===== src/rtl/multicycle_rv_core.sv =====
// multicycle_rv_core: multi-cycle RV32I-subset core (FETCH/DECODE/EXEC/WB) with handshaked imem and run/step debug control.
// Optional macro BRANCH_EN enables BEQ/BNE; when undefined, opcode 1100011 halts the core as illegal.
// Ports:
//   clk, reset (async, active-low)      clock and reset
//   run, step                           free-run enable; rising step edge runs one instruction from IDLE
//   imem_req/imem_addr/imem_rdata/imem_valid  instruction fetch handshake (word addressed)
//   pc                                  current PC
//   retire, wb_en, wb_addr, wb_data     per-instruction retire pulse and register write-back
//   halted, illegal                     halt status (ECALL or illegal instruction)
//   dbg_sel, dbg_data                   combinational register-file read-out for the displays
module multicycle_rv_core #(
    parameter int          XLEN     = 32,
    parameter int          NREGS    = 32,
    parameter int          IMEM_AW  = 8,
    parameter logic [31:0] PC_RESET = 32'h0
) (
    input  logic               clk,
    input  logic               reset,
    input  logic               run,
    input  logic               step,
    output logic               imem_req,
    output logic [IMEM_AW-1:0] imem_addr,
    input  logic [31:0]        imem_rdata,
    input  logic               imem_valid,
    output logic [XLEN-1:0]    pc,
    output logic               retire,
    output logic               wb_en,
    output logic [4:0]         wb_addr,
    output logic [XLEN-1:0]    wb_data,
    output logic               halted,
    output logic               illegal,
    input  logic [4:0]         dbg_sel,
    output logic [XLEN-1:0]    dbg_data
);
    localparam int         AW = $clog2(NREGS);
    localparam logic [5:0] NR = 6'(NREGS);

    typedef enum logic [2:0] {IDLE, FETCH, DECODE, EXEC, WB, HALT} state_t;

    state_t          state;
    logic [31:0]     ir;
    logic [XLEN-1:0] a, b, npc, next_pc, imm_i, addsub, alu;
    logic [XLEN-1:0] regs [NREGS];
    logic            step_q;
    logic [6:0]      opcode, f7;
    logic [4:0]      rd, rs1, rs2;
    logic [2:0]      f3;
    logic            is_op, is_imm, is_br, funct_ok, bad_reg, legal;

    assign opcode = ir[6:0];
    assign rd     = ir[11:7];
    assign f3     = ir[14:12];
    assign rs1    = ir[19:15];
    assign rs2    = ir[24:20];
    assign f7     = ir[31:25];
    assign is_op  = opcode == 7'b0110011;
    assign is_imm = opcode == 7'b0010011;
    assign imm_i  = {{(XLEN-12){ir[31]}}, ir[31:20]};

`ifdef BRANCH_EN
    assign is_br   = opcode == 7'b1100011;
    // f3[0] distinguishes BNE from BEQ, so it simply inverts the equality test
    assign next_pc = (is_br && ((a == b) ^ f3[0]))
                   ? pc + {{(XLEN-13){ir[31]}}, ir[31], ir[7], ir[30:25], ir[11:8], 1'b0}
                   : pc + XLEN'(4);
`else
    assign is_br   = 1'b0;
    assign next_pc = pc + XLEN'(4);
`endif

    assign funct_ok = is_op  ? ((f7 == 7'b0000000 && f3 != 3'b001 && f3 != 3'b101) ||
                                (f7 == 7'b0100000 && f3 == 3'b000))
                    : is_imm ? (f3 == 3'b000 || f3 == 3'b010 || f3 == 3'b100 ||
                                f3 == 3'b110 || f3 == 3'b111)
                    : is_br  ? f3[2:1] == 2'b00
                    : 1'b0;
    // Indices beyond the implemented register count are illegal rather than aliased
    assign bad_reg = ((is_op || is_imm) && ({1'b0, rd} >= NR || {1'b0, rs1} >= NR)) ||
                     ((is_op || is_br) && ({1'b0, rs1} >= NR || {1'b0, rs2} >= NR));
    assign legal   = funct_ok && !bad_reg;

    // b already holds the immediate for I-type, so one ALU path serves both formats
    assign addsub = (is_op && f7[5]) ? a - b : a + b;
    assign alu    = f3 == 3'b000 ? addsub
                  : f3 == 3'b111 ? a & b
                  : f3 == 3'b110 ? a | b
                  : f3 == 3'b100 ? a ^ b
                  : f3 == 3'b010 ? {{(XLEN-1){1'b0}}, $signed(a) < $signed(b)}
                  : {{(XLEN-1){1'b0}}, a < b};

    assign imem_addr = pc[IMEM_AW+1:2];
    assign dbg_data  = (dbg_sel == 5'd0 || {1'b0, dbg_sel} >= NR) ? '0 : regs[dbg_sel[AW-1:0]];

    always_ff @(posedge clk or negedge reset) begin
        if (!reset) begin
            state    <= IDLE;
            pc       <= XLEN'(PC_RESET);
            ir       <= '0;
            a        <= '0;
            b        <= '0;
            npc      <= '0;
            step_q   <= 1'b0;
            imem_req <= 1'b0;
            retire   <= 1'b0;
            wb_en    <= 1'b0;
            wb_addr  <= '0;
            wb_data  <= '0;
            halted   <= 1'b0;
            illegal  <= 1'b0;
            for (int i = 0; i < NREGS; i++) regs[i] <= '0;
        end else begin
            // Edge detector runs in every state, so an edge outside IDLE is consumed and lost
            step_q <= step;
            retire <= 1'b0;
            wb_en  <= 1'b0;
            case (state)
                IDLE: if (run || (step && !step_q)) begin
                    state    <= FETCH;
                    imem_req <= 1'b1;
                end
                FETCH: if (imem_valid) begin
                    ir       <= imem_rdata;
                    imem_req <= 1'b0;
                    state    <= DECODE;
                end
                DECODE: begin
                    a       <= regs[rs1[AW-1:0]];
                    b       <= is_imm ? imm_i : regs[rs2[AW-1:0]];
                    state   <= (ir == 32'h0000_0073 || !legal) ? HALT : EXEC;
                    halted  <= ir == 32'h0000_0073 || !legal;
                    illegal <= ir != 32'h0000_0073 && !legal;
                end
                EXEC: begin
                    state   <= WB;
                    retire  <= 1'b1;
                    wb_en   <= !is_br && rd != 5'd0;
                    wb_addr <= is_br ? 5'd0 : rd;
                    wb_data <= alu;
                    npc     <= next_pc;
                end
                WB: begin
                    if (wb_en) regs[wb_addr[AW-1:0]] <= wb_data;
                    pc       <= npc;
                    state    <= run ? FETCH : IDLE;
                    imem_req <= run;
                end
                HALT:    state <= HALT;
                default: state <= IDLE;
            endcase
        end
    end
endmodule


===== config.mk =====
export PLATFORM = sky130hd
export DESIGN_NAME = multicycle_rv_core
export DESIGN_NICKNAME = d
export VERILOG_FILES = /design/src/rtl/multicycle_rv_core.sv
export SDC_FILE = /design/constraint.sdc
export NUM_CORES = 2
export LEC_CHECK = 0
export CORE_MARGIN = 2
export CORE_UTILIZATION = 55
export DETAILED_ROUTE_END_ITERATION = 8
export HOLD_SLACK_MARGIN = 0.1
export PLACE_DENSITY = 0.73
export SLEW_MARGIN = 20
export SYNTH_ARGS = -nofsm -noshare
export SYNTH_HDL_FRONTEND = slang
export SYNTH_SLANG_ARGS = --single-unit

===== constraint.sdc =====
create_clock -name clk -period 5.85 [get_ports clk]
set_input_delay 1.755 -clock clk [delete_from_list [all_inputs] [get_ports clk]]
set_output_delay 1.755 -clock clk [all_outputs]
set_load 0.005 [all_outputs]

==> impl_metrics.csv <==
group,metric,value,unit
power_and_ir_drop,irDropWorstVdd,0.4056,mV
setup_path,ff2ff_setup_slack,1.98,ns
logic_synthesis,synth_xor_area_frac,0.006522,
logic_synthesis,synth_area_leaders,"dfrtp_1 (41%), mux4_2 (27%), mux2_2 (16%), mux2i_1 (1.7%), clkbuf_1 (1.6%)",
floorplanning,floorplan.initialDensity,0.5545,
global_route,grt_max_degree,132,
place,io_buffers,155,
power_and_ir_drop,leakage,37.19,nW
logic_synthesis,ys_warn_count,0,
sta,tightest_slew,1.164,ns
logic_synthesis,synthArstFlopShare,1.000,
flow_run,maxCapViolations,0,
floorplanning,die_w,373.8,µm
setup_path,critPathBufInv,4,
detailed_routing,vias,51790,
setup_path,r2r_start,"b[0]",
cts,cts.reportedPaths.clkPinSlew,0.06,ns
detailed_routing,finalWirelength,232900,µm
detailed_routing,drt_iter0_markers,6521,
global_route,grt_pass1_vias,51820,
power_and_ir_drop,power_frac_comb,0.349,
detailed_routing,ant_nets,0,
logic_synthesis,synthCells,5318,
finish,stdcell_count,7127,
sta,tns,0,ns
sta,setup_violations,0,
floorplanning,rows,135,
setup_path,critical_path.endpoint,"dbg_data[19]",
logic_synthesis,synth-compound-area-share,0.04833,
logic_synthesis,synthMuxAreaShare,0.4496,
hold_path,hold_path_class,"flop to flop",
floorplanning,core,135600,µm²
power_and_ir_drop,total_power,29.81,mW
global_route,grt-ovfl-total,0,
logic_synthesis,synthesis.nets,5459,
logic_synthesis,synth-seq-area-share,0.4093,
power_and_ir_drop,internal-power,18.55,mW
place,dp_hpwl,136200,µm
finish,final_area,83920,µm²
finish,final_nets,5389,
setup_path,cp.required,4.09,ns
sta,maxSlewViolCount,0,
finish,final_util,0.6187,
finish,drive_gt1_frac,0.4593,
sta,hold_viol,0,
setup_path,reg2reg_depth,13,
cts,clk_latency,0.78,ns
place,gp_congestion,0.9292,
floorplanning,die_h,373.8,µm
global_route,track_usage,0.3363,
sta,clock.fmax,171.5,MHz
finish,final_common_cell,"dfrtp_1",
cts,cts_sinks,1230,
power_and_ir_drop,p_clk_frac,0.290,
setup_path,cp.arrival,4.08,ns
logic_synthesis,synthAdderAreaFrac,0.01667,
logic_synthesis,syn_area,75200,µm²
setup_path,path_delay_family,"multiplexers",
finish,final_cell_mix,"dfrtp_1 (1212), mux2_2 (1077), mux4_2 (901)",
logic_synthesis,yosysUniqueCellTypes,72,
logic_synthesis,yosys.area_share.simple,0.03545,
setup_path,crit_fanout,9,
setup_path,path_cells,"buf_16 > buf_4 > mux4_2 > mux4_2 > mux2i_1 > buf_4 > nor2_1 > clkdlybuf4s50_1",
power_and_ir_drop,cellPowerDensity,355.3,nW/µm²
logic_synthesis,avgSynthCellArea,14.14,µm²
power_and_ir_drop,switching_share,0.3779,
sta,relSlewSlack,0.2237,
place,post_dp_cell_area,79210,µm²
global_route,grt_pass1_wl,348900,µm
floorplanning,dieArea,139700,µm²
logic_synthesis,synth_top_area_share,0.4093,
floorplanning,io_pins,156,
setup_path,reg2reg_to,"wb_data[30]",
setup_path,cpPeakStageDelay,0.51,ns
cts,cts_tree,"yes",
global_route,antenna_found_initial,2,
setup_path,worst-path-stages,8,
power_and_ir_drop,pwr-share-seq,0.362,
setup_path,crit_type,"input pin to output port",
logic_synthesis,ys_seq_elements,1230,
logic_synthesis,synth_ff_type,"dfrtp_1",
place,place_inst,6884,
sta,fin_crit_sh,0.9967,
setup_path,slowest_stage,"mux4_2",
logic_synthesis,yosys.area.top_type,"dfrtp_1",
logic_synthesis,synth_top_family_by_area,"multiplexers",
logic_synthesis,synth-edff-count,0,
setup_path,setup.worst_path.start,"dbg_sel[0]",
cts,cts_made_buffers,134,
detailed_routing,wl_per_cell,32.67,µm
setup_path,cp-start-kind,"input pin",
detailed_routing,viasPerCell,7.266,
cts,ctsHoldBuffers,0,
setup_path,endpoint_kind,"output port",
sta,rsz0062_at_grt,"yes",
detailed_routing,drtPass1Iterations,5,
cts,root_buffer,"clkbuf_16",
run_status,status,"finished, final reports clean",
finish,area_growth,11.59,%
sta,skew,0.03338,ns
detailed_routing,drc,0,
power_and_ir_drop,switchingPower,11.27,mW
sta,layout_min_cycle_time,5.831,ns
cts,clockBufferDepth,3,
cts,h-tree-depth,4,
[synth_stat cells, types with 4 or more instances]
cell type / instances
a21o_1: 7
o21ai_0: 164
mux2_2: 1077
o21bai_1: 10
clkbuf_1: 327
a221oi_1: 21
nor3_1: 26
mux4_2: 901
dfrtp_1: 1230
xnor2_1: 34
a22o_1: 9
buf_1: 155
nand3_1: 25
mux2_1: 9
buf_2: 57
or3_1: 7
o31ai_1: 9
o21a_1: 6
nor2_1: 160
a22oi_1: 58
nor2b_1: 78
nor3b_1: 6
xor2_1: 22
nand2b_1: 10
a21oi_1: 171
buf_4: 11
inv_1: 103
o22ai_1: 9
a31oi_1: 4
nor4_1: 13
and3_1: 12
nand4_1: 13
a211oi_1: 73
o211ai_1: 7
mux2i_1: 129
nand2_1: 209
ha_1: 97
[power by group through the flow]
stage / logic, mW / clock network [mW] / registers (mW)
6_report: 10.4 / 8.64 / 10.8
5_1_grt: 11.0 / 9.05 / 10.9
4_1_cts: 10.3 / 8.71 / 10.7
3_5_place_dp: 10.3 / 0 / 10.9
3_3_place_gp: 10.1 / 0 / 10.8
2_1_floorplan: 7.52 / 0 / 9.77
[repair_timing]
action,CTS,global route
endpoints found under the hold margin,0,0
cloned,3,3
buffers inserted,0,3
resized for setup,13,11
endpoints found under the setup margin,31,23
[worst min-delay path, cell delays in order (launching register included)]
cell and delay (ns):
dfrtp_1 0.34, nand2_1 0.04, o21ai_0 0.06
[layout make-up]
| type | instances | area, µm² |
|---|---|---|
| Inverter | 104 | 390.4 |
| Sequential cell | 1230 | 30820 |
| Clock buffer | 192 | 3919 |
| Multi-Input combinational cell | 3434 | 42200 |
| Fill cell | 9893 | 51720 |
| Tap cell | 1781 | 2228 |
| Clock inverter | 41 | 491.7 |
| Timing Repair Buffer | 344 | 3866 |
| Antenna cell | 1 | 2.502 |
[state kept, by name, summed over array words and instances (netlist names), 3 cells and up]
signal	flops
wb_addr	5
regs	1024
a	32
b	32
ir	32
pc	32
state	3
npc	32
wb_data	32
[cell families (layout without fill, tap and decap cells)]
family	after synthesis	after routing
mux	2116	2116
flops	1230	1230
buf+inv	654	681
compound gates	586	586
simple gates	577	577
fa+ha+maj	99	99
xor+xnor	56	56
other cells	0	1
[routing by layer]
layer	up-vias	wire, µm	global-route usage
li1	20520	-	-
met1	27380	88590	0.4660
met2	3265	107100	0.5053
met3	625	25830	0.08658
met4	0	11360	0.1487
met5	-	0	0
[metrics by stage]
stage	hold WS (ns)	setup WS [ns]
global placement	0.4549	-0.1723
global route	0.5042	-0.04913
finish	0.4712	0.01932
floorplan	0.4401	0.1699
CTS	0.4781	-0.001982
detailed placement	0.4653	-0.1895
[how the worst min path moves through the flow]
stage	slack (ns)	from	endpoint	cells after the start
2_1_floorplan	0.44	npc[3]	npc[3]	2
3_3_place_gp	0.45	npc[10]	npc[10]	2
3_5_place_dp	0.47	npc[9]	npc[9]	2
4_1_cts	0.48	npc[9]	npc[9]	2
5_1_grt	0.50	npc[15]	npc[15]	2
6_report	0.47	npc[9]	npc[9]	2
No activity file was read; power rests on OpenSTA's default activity.
